**config.mk**
```make
export PLATFORM = sky130hd
export DESIGN_NAME = countdown_launcher
export DESIGN_NICKNAME = d
export VERILOG_FILES = /design/src/rtl/countdown_pkg.sv /design/src/rtl/btn_debounce.sv /design/src/rtl/countdown_launcher.sv
export SDC_FILE = /design/constraint.sdc
export NUM_CORES = 1
export LEC_CHECK = 0
export ABC_AREA = 1
export CORE_MARGIN = 2
export CORE_UTILIZATION = 62
export CTS_CLUSTER_SIZE = 14
export DETAILED_ROUTE_END_ITERATION = 8
export GPL_TIMING_DRIVEN = 0
export PLACE_DENSITY = 0.94
export REMOVE_ABC_BUFFERS = 1
export SKIP_LAST_GASP = 1
export SLEW_MARGIN = 20
export SYNTH_ARGS = -nofsm -noshare
export SYNTH_HDL_FRONTEND = slang
export SYNTH_HIERARCHICAL = 1
export SYNTH_SLANG_ARGS = --single-unit
```
**constraint.sdc**
```tcl
create_clock -name clk -period 3.41 [get_ports clk]
set_input_delay 0.341 -clock clk [delete_from_list [all_inputs] [get_ports clk]]
set_output_delay 0.341 -clock clk [all_outputs]
set_load 0.02 [all_outputs]
```
**src/rtl/countdown_pkg.sv**
```systemverilog
// Shared types and constants for the countdown timer blocks (launcher, countdown, display).
package countdown_pkg;

    typedef enum logic [1:0] {
        IDLE,
        LAUNCH,
        WAIT_STOP,
        ERROR
    } launcher_state_t;

    localparam int TIME_W           = 16;
    localparam int MIN_TIME_DEFAULT = 1;
    localparam int MAX_TIME_DEFAULT = 9999;

    // True when every nibble of a 4-digit BCD word is a decimal digit.
    function automatic logic bcd_valid(input logic [TIME_W-1:0] bcd);
        logic ok;
        ok = 1'b1;
        for (int k = 0; k < 4; k++) begin
            if (bcd[4*k +: 4] > 4'd9) begin
                ok = 1'b0;
            end
        end
        return ok;
    endfunction

    function automatic logic [TIME_W-1:0] bcd_to_bin(input logic [TIME_W-1:0] bcd);
        return TIME_W'(bcd[15:12]) * TIME_W'(1000)
             + TIME_W'(bcd[11:8])  * TIME_W'(100)
             + TIME_W'(bcd[7:4])   * TIME_W'(10)
             + TIME_W'(bcd[3:0]);
    endfunction

endpackage

```
**src/rtl/btn_debounce.sv**
```systemverilog
// Button conditioner: 2-FF synchroniser, stability counter and a one-cycle pulse
// on each debounced rising edge.
module btn_debounce #(
    parameter int DEBOUNCE_CYCLES = 1_000_000
) (
    input  logic clk,
    input  logic rst_n,
    input  logic btn_raw,
    output logic press
);

    localparam int CNT_W = $clog2(DEBOUNCE_CYCLES + 1);

    logic             sync1_reg;
    logic             sync2_reg;
    logic             level_reg;
    logic             press_reg;
    logic [CNT_W-1:0] cnt_reg;
    logic             settled;

    // The synchronised level has disagreed with the accepted level long enough.
    assign settled = (sync2_reg != level_reg) && (cnt_reg == CNT_W'(DEBOUNCE_CYCLES - 1));

    always_ff @(posedge clk or negedge rst_n) begin
        if (!rst_n) begin
            sync1_reg <= 1'b0;
            sync2_reg <= 1'b0;
            level_reg <= 1'b0;
            press_reg <= 1'b0;
            cnt_reg   <= '0;
        end else begin
            sync1_reg <= btn_raw;
            sync2_reg <= sync1_reg;
            if ((sync2_reg == level_reg) || settled) begin
                cnt_reg <= '0;
            end else begin
                cnt_reg <= cnt_reg + CNT_W'(1);
            end
            if (settled) begin
                level_reg <= sync2_reg;
            end
            press_reg <= settled & sync2_reg;
        end
    end

    assign press = press_reg;

endmodule

```
**src/rtl/countdown_launcher.sv**
```systemverilog
// Launch control for the countdown timer: debounced confirm, range check, start/stop handshake.
// Optional build macro COUNTDOWN_LAUNCHER_BCD_INPUT_EN: switches carry 4 BCD digits.
module countdown_launcher
    import countdown_pkg::*;
#(
    parameter int DEBOUNCE_CYCLES = 1_000_000,
    parameter int MIN_TIME        = MIN_TIME_DEFAULT,
    parameter int MAX_TIME        = MAX_TIME_DEFAULT,
    parameter int ERR_HOLD_CYCLES = 50_000_000
) (
    input  logic              clk,
    input  logic              rst_n,
    input  logic [TIME_W-1:0] sw,
    input  logic              btn_confirm,
    input  logic              stop,
    output logic [TIME_W-1:0] time_out,
    output logic              start,
    output logic              busy,
    output logic              err_led
);

    localparam int ERR_W = $clog2(ERR_HOLD_CYCLES + 1);

    launcher_state_t   state_reg;
    launcher_state_t   state_next;
    logic [TIME_W-1:0] time_reg;
    logic [TIME_W-1:0] time_next;
    logic [ERR_W-1:0]  err_cnt_reg;
    logic [ERR_W-1:0]  err_cnt_next;

    logic              press;
    logic [TIME_W-1:0] sw_value;
    logic              sw_format_ok;
    logic              launch_ok;

    btn_debounce #(
        .DEBOUNCE_CYCLES(DEBOUNCE_CYCLES)
    ) u_btn_debounce (
        .clk    (clk),
        .rst_n  (rst_n),
        .btn_raw(btn_confirm),
        .press  (press)
    );

`ifdef COUNTDOWN_LAUNCHER_BCD_INPUT_EN
    assign sw_format_ok = bcd_valid(sw);
    assign sw_value     = bcd_to_bin(sw);
`else
    assign sw_format_ok = 1'b1;
    assign sw_value     = sw;
`endif

    assign launch_ok = sw_format_ok
                    && (sw_value >= TIME_W'(MIN_TIME))
                    && (sw_value <= TIME_W'(MAX_TIME));

    always_ff @(posedge clk or negedge rst_n) begin
        if (!rst_n) begin
            state_reg   <= IDLE;
            time_reg    <= '0;
            err_cnt_reg <= '0;
        end else begin
            state_reg   <= state_next;
            time_reg    <= time_next;
            err_cnt_reg <= err_cnt_next;
        end
    end

    // Outputs decode straight from the state register, so reset clears them at once.
    always_comb begin
        state_next   = state_reg;
        time_next    = time_reg;
        err_cnt_next = err_cnt_reg;
        start        = 1'b0;
        busy         = 1'b0;
        err_led      = 1'b0;
        case (state_reg)
            IDLE: begin
                if (press) begin
                    if (launch_ok) begin
                        time_next  = sw_value;
                        state_next = LAUNCH;
                    end else begin
                        err_cnt_next = ERR_W'(ERR_HOLD_CYCLES - 1);
                        state_next   = ERROR;
                    end
                end
            end
            LAUNCH: begin
                start      = 1'b1;
                busy       = 1'b1;
                state_next = WAIT_STOP;
            end
            WAIT_STOP: begin
                busy = 1'b1;
                if (stop) begin
                    state_next = IDLE;
                end
            end
            ERROR: begin
                err_led = 1'b1;
                if (err_cnt_reg == '0) begin
                    state_next = IDLE;
                end else begin
                    err_cnt_next = err_cnt_reg - ERR_W'(1);
                end
            end
            default: begin
                state_next = IDLE;
            end
        endcase
    end

    assign time_out = time_reg;

endmodule

```
==> impl_metrics.py <==
metrics = {
    "drt": {
        "wirelength_mm": 10.3,
        "vias": 4114,
        "drt-initial-drc-count": 471,
        "drt_first_pass_iters": 5,
        "via_per_inst": 5.70,
        "antenna_left": 0,
        "drc_errors": 0,
        "avgRoutedWirePerCell_um": 14.2,
    },
    "synth": {
        "synthSimpleGateAreaFrac_pct": 45.0,
        "synth_fa_ha_area_share_pct": 2.12,
        "ys_seq_elements": 68,
        "synth.area.mux_share_pct": 0,
        "syn_area_per_cell_um2": 6.87,
        "synth_top_family_by_area": "simple AND/OR/NAND/NOR gates",
        "synth.distinct_cells": 33,
        "seq_area_frac_synth_pct": 41.1,
        "syn_area_um2": 4140,
        "synth_area_leaders": "dfrtp_1 41%, nand2_1 19%, nor2_1 9.7%, nand3_1 9.6%, inv_1 5.0%",
        "synth_top_cell_by_area": "dfrtp_1",
        "synthCells": 602,
        "yosys_warnings": 6,
        "synth_top_cell_area_share_pct": 41.1,
        "synthXorXnorAreaFrac_pct": 2.12,
        "synth-compound-area-share_pct": 2.09,
    },
    "run": {
        "cap_violations": 0,
    },
    "setup_path": {
        "end_kind": "output port",
        "startpoint": "state_reg[1]",
        "reg2reg_depth": 7,
        "start_kind": "flip-flop",
        "worst_ep_arrival_time_ns": 2.29,
        "critPathKind": "flip-flop to output port",
        "rr_startpoint": "state_reg[1]",
        "crit_required_ns": 3.07,
        "crit_path_max_fanout": 21,
    },
    "sta": {
        "whs_ns": 0.362,
        "setup_viol": 0,
        "fmax_mhz": 380,
        "relSlewSlack_pct": 43.7,
        "tightest_slew_ns": 0.844,
        "fin_skew_ns": 0.0149,
        "rsz0062_at_grt": "no",
        "hold_violations": 0,
        "min_period_over_period_pct": 77.3,
        "min_period_ns": 2.63,
        "slew_viol_final": 0,
    },
    "cells_and_area": {
        "regArea_um2": 1700,
        "diodes": 0,
        "finalCoreUtilization_pct": 74.6,
        "largest_reg_flops": 26,
        "multi_input_area_um2": 2120,
        "nNetsFinal": 667,
        "synthToLayoutAreaGrowth_pct": 15.2,
        "drive_above_1_share_pct": 6.20,
        "final_cells": 722,
        "fillCellCount": 437,
    },
    "placed_design": {
        "dp.cells": 705,
        "dp_hpwl_mm": 6.83,
        "globalplace.congestion": 1.00,
        "io_buffers": 38,
    },
    "worst_hold_path": {
        "hold_path_depth": 0,
        "hold_path_class": "flip-flop to flip-flop",
        "hold_start": "u_btn_debounce/sync1_reg",
    },
    "floorplan": {
        "rows": 29,
        "core_area_um2": 6390,
        "die_x_um": 85.7,
        "dieArea_um2": 7340,
        "die_h_um": 85.7,
        "pin_count": 39,
        "start_util_pct": 64.8,
    },
    "power_and_ir_drop": {
        "ir_drop_uv": 350,
        "p_total_mw": 1.59,
        "p_per_area_nw_per_um2": 334,
        "leakagePower_nw": 2.54,
    },
    "global_route": {
        "grt_overflow": 0,
        "grt_max_degree": 50,
        "grt_pass1_vias": 3812,
        "grt_pass1_wl_mm": 17.0,
        "grt_use_total_pct": 29.1,
        "grt_antenna_before_repair": 0,
    },
    "clock_network": {
        "cts_sinks": 68,
        "clk_pin_slew_ns": 0.09,
        "cts_buffer_depth": 2,
        "worst_skew_pair.late_latency_ns": 0.35,
        "post-cts-setup-buffers": 0,
        "htreeDepth": 3,
        "cts_root_buf": "clkbuf_8",
        "cts_tree": "built",
        "cts_inserted_buffers": 9,
    },
    "run_status": {
        "run_status": "completed",
    },
}
layout by cell type, fill, tap and decap left out, types with 7 or more instances in the layout:
cell / n
inv_1: 55
clkdlybuf4s50_1: 37
o21ai_0: 10
nand3_1: 79
nor2_1: 107
clkbuf_8: 9
dfrtp_1: 68
ha_1: 7
nand4_1: 12
nand2_1: 204
power by group:
part           switching (mW)  internal (mW)  leakage [nW]
sequential            0.00345          0.810         0.943
combinational          0.0384         0.0304          1.49
clock                   0.362          0.348         0.104
routing by layer:
metal / vias to the layer above / wire (um) / track usage [%]
li1: 1961 / - / -
met1: 1911 / 4200 / 37.8
met2: 204 / 5010 / 47.7
met3: 38 / 747 / 5.10
met4: 0 / 301 / 13.7
met5: - / 0 / 0
layout make-up:
type / count / area share, %
multi-input combinational: 461 / 44.5
sequential: 68 / 35.7
timing repair buffer: 40 / 8.71
inverter: 60 / 4.72
clock buffer: 9 / 2.60
tap: 77 / 2.02
clock inverter: 7 / 1.73
per-stage QoR:
step | worst slack [ns] | instance area [um2] | setup TNS (ns)
floorplan | 1.35 | 4050 | 0
global placement | -0.233 | 4530 | -15.44
detailed placement | 0.942 | 4550 | 0
CTS | 0.795 | 4770 | 0
global route | 0.655 | 4770 | 0
finish | 0.776 | 4770 | 0
final timing paths:
check                                                 to  slack, ns
worst max-delay path                             err_led       0.78
worst min-delay path            u_btn_debounce/sync2_reg       0.36
worst max register to register            err_cnt_reg[7]       0.79
worst min register to register  u_btn_debounce/sync2_reg       0.36
max in group asynchronous                err_cnt_reg[11]       2.47
min in group asynchronous                err_cnt_reg[21]       0.42
synthesized netlist by cell type:
cell / n
a21boi_2: 1
a21oi_1: 1
and2_1: 1
buf_1: 1
buf_2: 4
buf_4: 2
buf_6: 2
buf_8: 1
clkbuf_1: 3
clkinv_1: 2
dfrtp_1: 68
ha_1: 7
inv_1: 55
inv_2: 3
nand2_1: 204
nand2_2: 4
nand2_4: 2
nand2_8: 1
nand3_1: 79
nand3_2: 1
nand3b_1: 5
nand4_1: 12
nor2_1: 107
nor2_2: 6
nor2_4: 2
nor2_8: 1
nor3_1: 3
o21ai_0: 10
o21bai_1: 1
o22ai_1: 2
or2_2: 1
xnor2_1: 6
xor2_1: 4
kinds of logic after synthesis:
| group | after synthesis |
|---|---|
| adder cells (fa/ha/maj) | 7 |
| flip-flops | 68 |
| AND/OR/NAND/NOR | 429 |
| buffers and inverters | 73 |
| AO/OA/AOI/OAI | 15 |
| XOR/XNOR | 10 |
worst max-delay path: stages (launching register included):
cell and delay [ns]:
dfrtp_1 0.42, ha_1 0.74, clkdlybuf4s50_1 0.78
what timing repair did:
item / in CTS / in global routing
hold buffers: 1 / 0
hold endpoints to repair: 19 / 0
gates resized for setup: 0 / 0
(Power assumes the default switching activity.)
==> RTL edit (config.mk and constraints unchanged) <==
Reset style: synchronous (`rst_n`), changed in 2 clocked blocks.
--- a/src/rtl/btn_debounce.sv
+++ b/src/rtl/btn_debounce.sv
@@ -23,3 +23,3 @@
 
-    always_ff @(posedge clk or negedge rst_n) begin
+    always_ff @(posedge clk) begin
         if (!rst_n) begin
--- a/src/rtl/countdown_launcher.sv
+++ b/src/rtl/countdown_launcher.sv
@@ -56,3 +56,3 @@
 
-    always_ff @(posedge clk or negedge rst_n) begin
+    always_ff @(posedge clk) begin
         if (!rst_n) begin
Check against the original RTL: no difference found for any inputs over 10 cycles, from zero or initial values and one cycle with rst_n low; that may be too few to reach the edited logic, so the function may still have changed.
==> RTL edit against the unedited design <==
Sequential cell count did not move. Synthesized area fell by 5.0%. Wire length fell by 7.4%. Maximum frequency fell by 3.1%. Cell count fell by 0.42%. Setup slack got worse by 0.084 ns. Design area fell by 4.8%. Largest cell class unchanged. Highest routed layer unchanged.
Power is not compared: it rests on default switching activity, and its combinational part moved more than twofold at a synthesized area within 25%.
==> RTL edit: results (changes against the unedited design) <==
status=finished clean; met3 global-route usage=5.737% (+0.64 points); Place WS=0.7233 ns (-0.2183 ns); Hold WC Path Type=flip-flop to flip-flop; vias per cell=5.535 (-2.9%); GRT Util Overall=28.55% (-0.57 points); vias in the first global route=3820 (+0.21%); ratio of cells with drive above 1 in the final layout=8.411% (+2.2 points); synth unique cells=35 (+6.1%); Clock Skew=0.01162 ns (-0.003275 ns); met1 global-route usage=34.04% (-3.7 points); hold_sp=u_btn_debounce/sync1_reg; WL/cell=13.21 um (-7.0%); DP Cell Count=703 (-0.28%); Worst R2R Setup Slack=0.69 ns (-0.10 ns); Post-synth top cells=nand2_1, nor2_1, dfxtp_1; DP Wirelength=6457 um (-5.4%); largest net degree at the start of global routing=42 (-16%); Area contributors post-synth=dfxtp_1, nand2_1, nor2_1; cell count of the worst reg-to-reg path=8 (+1); DP Area=0.004292 sq mm (-5.7%); global-route wire length before repair=16480 um (-3.1%); Detailed Route WL=9501 um (-7.4%); critical path type=flip-flop to flip-flop; Placer Congestion=0.9156 (-8.7%); RR Endpoint=err_cnt_reg[1]; max_slew headroom=43.96% (+0.24 points); Nets=664 (-0.45%); Slowest-stage cell, CP=ha_1; Largest delay share family, worst path=simple AND/OR/NAND/NOR gates; Worst Path Max Fanout=27 (+29%); DR iter-0 viols=258 (-45%); EDFF count, synth=0 (unchanged); M2 GR Usage=49.31% (+1.6 points); Hold Path Stages=2 (+2); asr flop ratio synth=0% (-100 points); hold buffers post-CTS=0 (-1)
## RTL edit: cell type report
cell class | instances | area [sq um]
clock inverters | 6 | 111.4
inverters | 52 | 195.2
fillers | 474 | 1700
repair buffers | 38 | 380.4
clock buffers | 10 | 137.6
well taps | 77 | 96.34
multi-input cells | 468 | 2258
flip-flops and latches | 68 | 1361
## RTL edit: routing by layer
metal	vias to the layer above	part of all wire [%]
met5	-	0
met4	0	2.7
met3	28	4.9
met2	154	50
met1	1810	42
li1	1988	-
## RTL edit: kinds of logic (layout without fill, tap and decap cells)
family | after synthesis | after routing | share of synthesized area [%]
flops | 68 | 68 | 34.64
buf+inv | 68 | 106 | 7.895
simple gates | 395 | 395 | 45.18
xor+xnor | 12 | 12 | 2.674
compound gates | 54 | 54 | 7.386
fa+ha+maj | 7 | 7 | 2.228
## RTL edit: tightest hold or removal path, stage by stage (launching register included)
cell and delay (ns):
dfxtp_1 0.31, nand2_1 0.05, inv_1 0.04
